===== src/rtl/uart_cmd_rx.sv =====
// 8N1 UART byte receiver for the remote-control command path.
// Holds the last good byte and flags framing errors and link-loss timeout.
module uart_cmd_rx #(
  parameter int unsigned CLKS_PER_BIT = 1667,
  parameter int unsigned TIMEOUT_CYC  = 16000000
) (
  input  logic       WF_CLK,
  input  logic       WF_BUTTON,
  input  logic       rx,
  output logic [7:0] data,
  output logic       data_valid,
  output logic       frame_err,
  output logic       link_lost
);

  localparam int unsigned CntW = $clog2(CLKS_PER_BIT);
  localparam int unsigned TmoW = $clog2(TIMEOUT_CYC + 1);
  localparam logic [CntW-1:0] HalfLast = CntW'(CLKS_PER_BIT / 2 - 1);
  localparam logic [CntW-1:0] BitLast  = CntW'(CLKS_PER_BIT - 1);
  localparam logic [TmoW-1:0] TmoLast  = TmoW'(TIMEOUT_CYC - 1);

  typedef enum logic [2:0] {StIdle, StStart, StData, StStop, StBreak} state_e;

  state_e          state_q, state_d;
  logic            rx_meta, rx_s;
  logic [CntW-1:0] clk_cnt_q, clk_cnt_d;
  logic [2:0]      bit_idx_q, bit_idx_d;
  logic [7:0]      shift_q, shift_d;
  logic [7:0]      data_q;
  logic            data_valid_q, frame_err_q, link_lost_q, link_lost_d;
  logic [TmoW-1:0] tmo_q, tmo_d;
  logic            half_done, bit_done, good_byte, bad_stop;

  assign half_done = (clk_cnt_q == HalfLast);
  assign bit_done  = (clk_cnt_q == BitLast);

  // Two-flop synchronizer; resets to the idle-high line level.
  always_ff @(posedge WF_CLK or negedge WF_BUTTON) begin
    if (!WF_BUTTON) begin
      rx_meta <= 1'b1;
      rx_s    <= 1'b1;
    end else begin
      rx_meta <= rx;
      rx_s    <= rx_meta;
    end
  end

  always_ff @(posedge WF_CLK or negedge WF_BUTTON) begin
    if (!WF_BUTTON) state_q <= StIdle;
    else            state_q <= state_d;
  end

  always_comb begin
    state_d = state_q;
    unique case (state_q)
      StIdle:  if (!rx_s) state_d = StStart;
      StStart: if (half_done) state_d = rx_s ? StIdle : StData;
      StData:  if (bit_done && bit_idx_q == 3'd7) state_d = StStop;
      // Leaving at mid-stop-bit keeps back-to-back frames aligned.
      StStop:  if (bit_done) state_d = rx_s ? StIdle : StBreak;
      StBreak: if (rx_s) state_d = StIdle;
      default: state_d = StIdle;
    endcase
  end

  always_comb begin
    clk_cnt_d = clk_cnt_q;
    bit_idx_d = bit_idx_q;
    shift_d   = shift_q;
    good_byte = 1'b0;
    bad_stop  = 1'b0;
    unique case (state_q)
      StIdle: clk_cnt_d = '0;
      StStart: begin
        if (half_done) begin
          clk_cnt_d = '0;
          bit_idx_d = '0;
        end else begin
          clk_cnt_d = clk_cnt_q + CntW'(1);
        end
      end
      StData: begin
        if (bit_done) begin
          clk_cnt_d = '0;
          shift_d   = {rx_s, shift_q[7:1]};
          if (bit_idx_q != 3'd7) bit_idx_d = bit_idx_q + 3'd1;
        end else begin
          clk_cnt_d = clk_cnt_q + CntW'(1);
        end
      end
      StStop: begin
        if (bit_done) begin
          clk_cnt_d = '0;
          good_byte = rx_s;
          bad_stop  = !rx_s;
        end else begin
          clk_cnt_d = clk_cnt_q + CntW'(1);
        end
      end
      StBreak: clk_cnt_d = '0;
      default: clk_cnt_d = '0;
    endcase
  end

  // Counter clears alongside the data_valid pulse; framing errors leave it running.
  always_comb begin
    if (good_byte) begin
      tmo_d       = '0;
      link_lost_d = 1'b0;
    end else begin
      tmo_d       = (tmo_q == TmoLast) ? tmo_q : tmo_q + TmoW'(1);
      link_lost_d = link_lost_q | (tmo_d == TmoLast);
    end
  end

  always_ff @(posedge WF_CLK or negedge WF_BUTTON) begin
    if (!WF_BUTTON) begin
      clk_cnt_q    <= '0;
      bit_idx_q    <= '0;
      shift_q      <= '0;
      data_q       <= 8'h00;
      data_valid_q <= 1'b0;
      frame_err_q  <= 1'b0;
      link_lost_q  <= 1'b1;
      tmo_q        <= '0;
    end else begin
      clk_cnt_q    <= clk_cnt_d;
      bit_idx_q    <= bit_idx_d;
      shift_q      <= shift_d;
      data_valid_q <= good_byte;
      link_lost_q  <= link_lost_d;
      tmo_q        <= tmo_d;
      if (good_byte) data_q <= shift_q;
      if (good_byte)     frame_err_q <= 1'b0;
      else if (bad_stop) frame_err_q <= 1'b1;
    end
  end

  assign data       = data_q;
  assign data_valid = data_valid_q;
  assign frame_err  = frame_err_q;
  assign link_lost  = link_lost_q;

endmodule


===== config.mk =====
export PLATFORM = sky130hd
export DESIGN_NAME = uart_cmd_rx
export DESIGN_NICKNAME = d
export VERILOG_FILES = /design/src/rtl/uart_cmd_rx.sv
export SDC_FILE = /design/constraint.sdc
export NUM_CORES = 1
export LEC_CHECK = 0
export ABC_AREA = 1
export BUFFER_PORTS_ARGS = -buffer_cell sky130_fd_sc_hd__buf_4
export CORE_UTILIZATION = 40
export DETAILED_ROUTE_END_ITERATION = 12
export GPL_ROUTABILITY_DRIVEN = 0
export GPL_TIMING_DRIVEN = 0
export PLACE_DENSITY_LB_ADDON = 0.05
export SETUP_SLACK_MARGIN = 0.02
export SLEW_MARGIN = 0
export SYNTH_ARGS = -nofsm -noshare
export SYNTH_HDL_FRONTEND = slang
export SYNTH_SLANG_ARGS = --single-unit

===== constraint.sdc =====
create_clock -name WF_CLK -period 3 [get_ports WF_CLK]
set_clock_uncertainty 0.15 [all_clocks]
set_input_delay 0.6 -clock WF_CLK [delete_from_list [all_inputs] [get_ports WF_CLK]]
set_output_delay 0.6 -clock WF_CLK [all_outputs]
set_load 0.005 [all_outputs]

==> summary.txt <==
Synth
  – Synth Instances: between 400 and 500
  – Flop and latch count out of synthesis: 62
  – Synth Cell Area: 0.00349 mm²
  – Yosys cell types: 31
  – Syn Nets: 500
  – Yosys warns: 0
  – Sequential share of the synthesized area: between 40 and 50%
  – Syn Area/Cell: 7.12 µm²

Die
  – Core box area: 0.00834 mm²
  – Number of cell rows: 33
  – Die height: ~95 µm
  – Num ports: 14
  – Die area: 0.00911 mm²
  – Initial core utilization: 41.9%
  – Die X: around 95 µm

GRT
  – Overall Global Routing Usage: between 10% and 20%
  – Vias in the first global route: between 2000 and 3000
  – Pin count of the biggest net entering global routing: 63
  – Initial antenna violation count: 0
  – First-pass GRT wire length: about 14000 µm
  – GRT Residual Overflow: 0

Clock network
  – H-tree levels: 3
  – Post CTS Setup Buffer Count: 0
  – Cts bufs inserted: 9
  – Hold_buf cts: 0
  – CTS tree: built
  – Clk root buf: clkbuf_8
  – CTS resizes: 0
  – Bufs on Longest Clock Path: 2
  – Clock transition at path regs: 80 ps
  – Clk Latency, worst-skew pair: 360 ps
  – Clock sinks: 62

Place
  – IO buf count: 13
  – HPWL after DPL: roughly 5800 µm

Status
  – Status: completed

Pwr
  – Overall Power: about 1.8 mW
  – Worst vdd ir: 231 µV
  – Pwr dens: ~450 mW/mm²
  – Leak: about 1.9 nW

Critical path
  – WP data required: between 3000 and 4000 ps
  – Critical path's top delay family: simple AND/OR/NAND/NOR gates
  – Critical path depth: 13
  – FF-to-FF path depth: 13
  – CP Cell Sequence: ha_1 > nand3_2 > nor2_1 > nand3_1 > nand2_1 > nand2_1 > inv_1 > nand2_1 > nor2_1 > nand2_1 > nor2_1 > nand2_1 > a21oi_2
  – RR Endpoint: link_lost
  – Worst setup SP type: flop
  – Worst Setup SP: tmo_q[0]
  – Largest stage delay, worst path: 450 ps
  – Crit-path max FO: 6
  – Worst Path Class, Setup: reg2reg
  – CP Capture Type: flop
  – Most frequent CP cell: nand2_1
  – Critical Path AT: roughly 2700 ps
  – Slowest-stage cell, CP: dfrtp_1
  – R2R Path Start: tmo_q[0]
  – Worst path bufs/invs: 1
  – Worst R2R Setup Slack: slightly below 500 ps

Layout
  – Most common cell after layout, fill and taps aside: nand2_1
  – N_diodes: 0
  – Syn-to-layout area delta: 13.6%
  – Final nets: between 500 and 600
  – Layout cell share with drive strength beyond 1: around 10%
  – Most frequent cells in the layout: nand2_1 (156), nor2_1 (83), inv_1 (65)

Timing
  – Final Max Tran Viols: 0
  – Hold violation total from the final report: 0
  – Maximum clock frequency: approximately 0.40 GHz
  – Final-report setup violation count: 0
  – Setup TNS: 0 ps
  – Slew margin rel.: 46.9%
  – RSZ-0062 raised after global routing: false
  – Final period demand of the worst path: around 2500 ps
  – Least-Margin Pin Slew: around 800 ps
  – Crit share post-route: a little over four fifths

Routing
  – Starting DRT DRC Count: 110
  – Remaining DRCs: 0
  – Routed Antenna Nets: 0
  – Total routed wirelength: 7910 µm
  – Via density: 4.79
  – DRT Pass-1 Iters: 4
  – WL per Instance: roughly 13 µm
  – Total number of vias: between 2000 and 3000

Run
  – Max cap viols: 0

Min path
  – Hold WC Path Type: in2async
## per-stage QoR
step | worst slack, ps | hold slack (ps) | cell area, µm² | utilization [%] | cells
2_1_floorplan | 1050 | 154 | 3490 | - | 491
6_report | 491 | 166 | 3970 | 47.6 | 625
4_1_cts | 434 | 197 | 3970 | 47.6 | 625
5_1_grt | 243 | 188 | 3970 | 47.6 | 625
3_3_place_gp | 453 | 195 | 3720 | 44.6 | 609
3_5_place_dp | 460 | 198 | 3720 | 44.6 | 609
## logic make-up (layout without fill, tap and decap cells)
kind of cell / Yosys count / count (layout) / synth area share, %
buffers and inverters: 72 / 101 / 7.81
muxes: 1 / 1 / 0.286
adders and majority gates: 6 / 6 / 2.15
and+or+nand+nor: 301 / 301 / 36.7
xor gates and xnor gates: 9 / 9 / 2.26
AOI/OAI and AO/OA: 40 / 40 / 6.27
DFF: 62 / 62 / 44.5
## registers in the layout, indices dropped and copies added (netlist names)
register / flops
tmo_q: 24
clk_cnt_q: 11
data: 8
shift_q: 8
bit_idx_q: 3
state_q: 3
data_valid: 1
frame_err: 1
link_lost: 1
rx_meta: 1
rx_s: 1
## power breakdown
group          switching (mW)  internal (mW)
logic                  0.0178        0.00246
clock network           0.373          0.556
registers            0.000874          0.838
total                   0.391           1.40
## how the worst max path moves through the flow
stage,slack [ps],to
final,490,link_lost
after global routing,240,link_lost
after CTS,430,link_lost
after detailed placement,460,link_lost
after global placement,450,link_lost
after floorplan,1050,link_lost
## cell type report
type                       instances  area, µm²
inverter                          67        251
timing repair buffer              13       97.6
tap                              105        131
clock inverter                     7        121
buffer                             5       21.3
sequential                        62       1560
fill                             873       4370
clock buffer                       9        124
multi-input combinational        357       1670
## synthesized netlist by cell type (all sizes together)
library cell | n | area [µm²]
o21bai | 2 | 15.0
o31ai | 1 | 7.51
and2 | 1 | 7.51
mux2i | 1 | 10.0
nor2 | 89 | 374
nand4 | 9 | 56.3
nor4 | 3 | 18.8
a31oi | 1 | 6.26
nand2 | 159 | 614
dfrtp | 59 | 1480
nand3 | 30 | 160
nor3 | 8 | 40.0
a21o | 1 | 8.76
clkbuf | 3 | 11.3
dfstp | 3 | 78.8
or2 | 2 | 12.5
o21ai | 24 | 120
xor2 | 5 | 43.8
xnor2 | 4 | 35.0
ha | 6 | 75.1
a211oi | 1 | 7.51
buf | 2 | 10.0
a21oi | 10 | 53.8
inv | 67 | 251
## layer usage
layer / routed length (µm) / global-route usage, % / vias up
met4: 238 / 10.6 / 0
met1: 3920 / 25.3 / 1358
met3: 201 / 3.11 / 17
met2: 3560 / 32.1 / 38
li1: - / - / 1579
met5: 0 / 0 / -
(Power assumes the default switching activity.)
